$ cat config.mk
export PLATFORM = sky130hd
export DESIGN_NAME = class2_feature_loader
export DESIGN_NICKNAME = d
export VERILOG_FILES = /design/src/rtl/class2_feature_loader.sv
export SDC_FILE = /design/constraint.sdc
export NUM_CORES = 1
export LEC_CHECK = 0
export BUFFER_PORTS_ARGS = -buffer_cell sky130_fd_sc_hd__buf_2
export CORE_MARGIN = 2
export CORE_UTILIZATION = 57
export DETAILED_ROUTE_END_ITERATION = 10
export PLACE_DENSITY = 0.79
export SYNTH_ARGS = -nofsm -noshare
export SYNTH_HDL_FRONTEND = slang
export SYNTH_SLANG_ARGS = --single-unit
$ cat constraint.sdc
create_clock -name clk -period 3.45 [get_ports clk]
set_input_delay 0.345 -clock clk [delete_from_list [all_inputs] [get_ports clk]]
set_output_delay 0.345 -clock clk [all_outputs]
set_load 0.01 [all_outputs]
$ cat src/rtl/class2_feature_loader.sv
// Byte-serial assembler for the class2_tree feature vector. Collects NB bytes
// into an assembly register and hands complete frames to a double-buffered output.
module class2_feature_loader #(
  parameter int NFEAT = 51
) (
  input  logic             clk,
  input  logic             rst_n,
  input  logic             in_valid,
  output logic             in_ready,
  input  logic [7:0]       in_data,
  input  logic             in_sof,
  output logic             feat_valid,
  input  logic             feat_ready,
  output logic [NFEAT-1:0] feat,
  output logic [7:0]       err_count,
  output logic             busy
);

  localparam int NB    = (NFEAT + 7) / 8;
  localparam int CW    = $clog2(NB);
  localparam int LASTW = NFEAT - 8 * (NB - 1);
  // Bits of the last byte that lie beyond NFEAT and must arrive as zero.
  localparam logic [7:0] PAD_MASK = ~8'((16'd1 << LASTW) - 16'd1);

  typedef enum logic [1:0] {WAIT_SOF, COLLECT, FULL} state_t;

  state_t            state, state_nxt;
  logic [CW-1:0]     cnt;
  logic [NFEAT-1:0]  asm_q;
  logic [8*NB-1:0]   wr_vec;
  logic [CW-1:0]     wr_idx;
  logic              acc, slot_free, last, pad_bad;
  logic              take_sof, stray, mid, fin, fin_ok, err_evt, load;
  logic [NFEAT-1:0]  load_vec;

  assign acc       = in_valid && in_ready;
  assign slot_free = !feat_valid || feat_ready;
  assign last      = (cnt == CW'(NB - 1));
  assign pad_bad   = |(in_data & PAD_MASK);
  assign wr_idx    = in_sof ? '0 : cnt;

  // Assembly register with the incoming byte merged in at its slot.
  always_comb begin
    wr_vec = '0;
    wr_vec[NFEAT-1:0] = asm_q;
    wr_vec[8*int'(wr_idx) +: 8] = in_data;
  end

  always_comb begin
    take_sof = acc && in_sof;
    stray    = acc && !in_sof && (state == WAIT_SOF);
    mid      = acc && !in_sof && (state == COLLECT) && !last;
    fin      = acc && !in_sof && (state == COLLECT) && last;
    fin_ok   = fin && !pad_bad;
    err_evt  = stray || (take_sof && state == COLLECT) || (fin && pad_bad);
    load     = slot_free && (fin_ok || state == FULL);
    load_vec = (state == FULL) ? asm_q : wr_vec[NFEAT-1:0];
  end

  always_ff @(posedge clk or negedge rst_n) begin
    if (!rst_n) state <= WAIT_SOF;
    else        state <= state_nxt;
  end

  always_comb begin
    state_nxt = state;
    case (state)
      WAIT_SOF: if (take_sof) state_nxt = COLLECT;
      COLLECT:  if (fin) state_nxt = (pad_bad || slot_free) ? WAIT_SOF : FULL;
      FULL:     if (slot_free) state_nxt = WAIT_SOF;
      default:  state_nxt = WAIT_SOF;
    endcase
  end

  always_comb begin
    in_ready = (state != FULL);
    busy     = (state != WAIT_SOF) || feat_valid;
  end

  always_ff @(posedge clk or negedge rst_n) begin
    if (!rst_n) begin
      asm_q      <= '0;
      cnt        <= '0;
      feat       <= '0;
      feat_valid <= 1'b0;
      err_count  <= '0;
    end else begin
      // Last byte is parked in asm_q only when the output slot is occupied.
      if (take_sof || mid || (fin_ok && !slot_free)) asm_q <= wr_vec[NFEAT-1:0];
      if (take_sof)  cnt <= CW'(1);
      else if (mid)  cnt <= cnt + CW'(1);
      else if (fin)  cnt <= '0;
      if (load) begin
        feat       <= load_vec;
        feat_valid <= 1'b1;
      end else if (feat_ready) begin
        feat_valid <= 1'b0;
      end
      if (err_evt && err_count != 8'hFF) err_count <= err_count + 8'd1;
    end
  end

endmodule

==> run metrics <==
drt first pass iters=5; Cell Area, Synth=about 0.0054 mm^2; max-cap violation count=0; I/O Buffers=74; vias in the first global route=3645; Period minus WS final=2.852 ns; Cell Area, Placed=between 0.005 and 0.006 mm^2; number of synthesized flops with an enable pin=0; total number of vias=~3700; Clock power frac=between 40% and 50%; register area share after synthesis=53.88%; Tot Pwr=4.113 mW; Hold Path Class=input pin to flop; layout cells sized above 1=approximately a third; core footprint=a little over 0.009 mm^2; detailed router's first-iteration violation count=between 200 and 300; CP Capture Type=flop; Cell Rows=35; Sw Ratio=between 20 and 30%; commonest non-fill, non-tap cell in the layout=dfrtp_1; asr flop ratio synth=100.0%; Leak=about 3.2 nW; # DRC=0; Util after Layout=roughly 70%; combinational share of power=around 16%; gr ovfl total=0; slew margin rel.=a little over two fifths; P&R area growth vs syn=17.95%; all-layer global routing usage=between 20% and 30%; Avg Cell Area, Syn=11.74 um^2; Int Pwr=between 3 and 4 mW; Via density=between 5 and 6; cts repair resizes=0; routability cong.=~0.84; Synth warnings=0; skew final=between 0.01 and 0.015 ns; TNS Setup=0 ns; Yosys cell types=50; Cell Count, Final, Fillers Out=652; Antenna Nets Post-Route=0; CTS Buf Count=17; startpoint types=flop; unrepaired setup endpoints after global routing=false; Nets=between 500 and 600; Top FF cell, synth=dfrtp_1; largest net degree at the start of global routing=~100; antenna cells=0; Top Ports=between 70 and 80; WP data required=3.84 ns; Initial Util=a little under 60%; highest-count cells in the layout ignoring fill and taps=116 x dfrtp_1, 73 x buf_2, 64 x nand2_1, 54 x mux2_2, 51 x mux2i_1; cts hold-fix bufs=1; Final Hold Fails=0; Power Density=between 600 and 700 mW/mm^2; design area=about 0.0064 mm^2; Critical Path AT=around 3.2 ns; Worst Tran Pin Value=roughly 0.87 ns; Clock transition at path regs=0.05 ns; CTS sink cnt=between 100 and 150; drt total wl=between 10 and 15 mm; first-pass GRT wire length=roughly 18 mm; Post-CTS Setup Repair Bufs=0; pins over their slew limit=0; wire per inst=around 17 um; clk_lat worst skew=between 0.5 and 0.6 ns; worst-case clock buffer depth=2; dpl hpwl=about 7.4 mm; Setup violations, final=0; Max Clock Freq=roughly 0.35 GHz; status=finished clean; crit path kind=flop to flop; worst vdd rail ir drop=around 370 uV; P_sw=1.102 mW; CP max FO=12; die height=approximately 100 um; placed cells=between 600 and 700; root buf cell=clkbuf_8; Post-Synthesis Cells=approximately 460; Die ar.=between 0.01 and 0.015 mm^2; CTS tree=built; Die X=about 100 um; Worst Hold Path Cells=3; syn nets=478; Period Utilization, post-route=around 83%; Yosys reg bits=between 100 and 150; initial antenna violation count=0; R2R cell count=11; H-tree levels=4; sequential group share of total power=43.0%
-- path summary, 6_finish.rpt --
path                                      start                       end  slack (ns)
min in group asynchronous                 rst_n      feat[27]$_DFFE_PN0P_        0.45
max                          cnt[0]$_DFFE_PN0P_      feat[49]$_DFFE_PN0P_        0.60
max reg2reg                  cnt[0]$_DFFE_PN0P_      feat[49]$_DFFE_PN0P_        0.60
min                                    in_valid      state[0]$_DFFE_PN0P_        0.18
min reg2reg                feat[27]$_DFFE_PN0P_      feat[27]$_DFFE_PN0P_        0.47
max in group asynchronous                 rst_n  err_count[0]$_DFFE_PN0P_        2.25
-- synthesized netlist by cell type (2+ instances only) --
master	count	area share, %
clkdlybuf4s50_2	3	0.63
clkbuf_2	4	0.37
nand4_1	3	0.35
nor3b_1	9	1.3
nand3b_1	3	0.42
nor3_2	2	0.37
mux2_2	54	11
dfrtp_1	116	54
buf_2	9	0.84
o211ai_1	2	0.28
a21oi_1	6	0.56
nand2_1	64	4.5
nand3_1	6	0.56
nor2_1	12	0.84
nor2b_1	3	0.35
clkbuf_1	5	0.35
nor3_1	4	0.37
o21ai_1	6	0.56
buf_4	4	0.56
and2_1	2	0.23
nor2_2	2	0.23
inv_1	6	0.42
mux2i_1	51	9.5
ha_1	6	1.4
or3_1	2	0.23
a31oi_1	2	0.23
o21ai_0	47	4.4
nand2b_1	3	0.35
and3_1	2	0.23
-- worst max-delay path, stage by stage, from the launching register on --
cell and delay (ns):
dfrtp_1 0.44, inv_1 0.11, nor2_1 0.10, buf_4 0.19, inv_1 0.09, ha_1 0.22
ha_1 0.39, nor2b_1 0.23, nand2_1 0.12, nor3_1 0.46, mux2i_1 0.28, o21ai_0 0.09
-- cell families after synthesis --
logic type,count (synthesis),synth area share [%]
DFF,116,53.88
AOI/OAI and AO/OA,72,7.966
muxes,105,20.76
adders and majority gates,6,1.393
buffers and inverters,34,3.739
xor gates and xnor gates,2,0.3252
and+or+nand+nor,124,11.94
-- flip-flops by register name, indices dropped and copies added (netlist names) --
register    count
asm_q          51
state           2
cnt             3
err_count       8
feat_valid      1
feat           51
-- area by class of cell --
class / count / area [um^2]
clock buffers: 20 / 445.4
clock inverters: 12 / 130.1
fillers: 674 / 2841
inverters: 6 / 22.52
multi-input cells: 309 / 2285
flip-flops and latches: 116 / 2903
well taps: 111 / 138.9
repair buffers: 78 / 430.4
-- power groups by stage --
| stage | Clock (mW) | Sequential [mW] | Combinational [mW] |
|---|---|---|---|
| after floorplan | 0 | 1.76 | 0.484 |
| after global placement | 0 | 1.76 | 0.632 |
| after detailed placement | 0 | 1.78 | 0.661 |
| after CTS | 1.70 | 1.77 | 0.675 |
| after global routing | 1.76 | 1.80 | 0.744 |
| final | 1.68 | 1.77 | 0.666 |
-- routing by layer --
layer,part of all wire [%],vias up,global-route usage (%)
met1,44,1852,30.57
met4,1.8,0,7.588
met2,51,83,38.16
met5,0,-,0
li1,-,1741,-
met3,4.0,18,6.901
-- stage by stage --
| stage | setup WS [ns] | hold slack (ns) |
|---|---|---|
| after floorplan | 0.8881 | 0.04941 |
| after global placement | 0.6997 | 0.4436 |
| after detailed placement | 0.6294 | 0.4613 |
| after CTS | 0.6275 | 0.1736 |
| after global routing | 0.4392 | 0.2043 |
| final | 0.5980 | 0.1787 |
No activity file was read; power rests on OpenSTA's default activity.
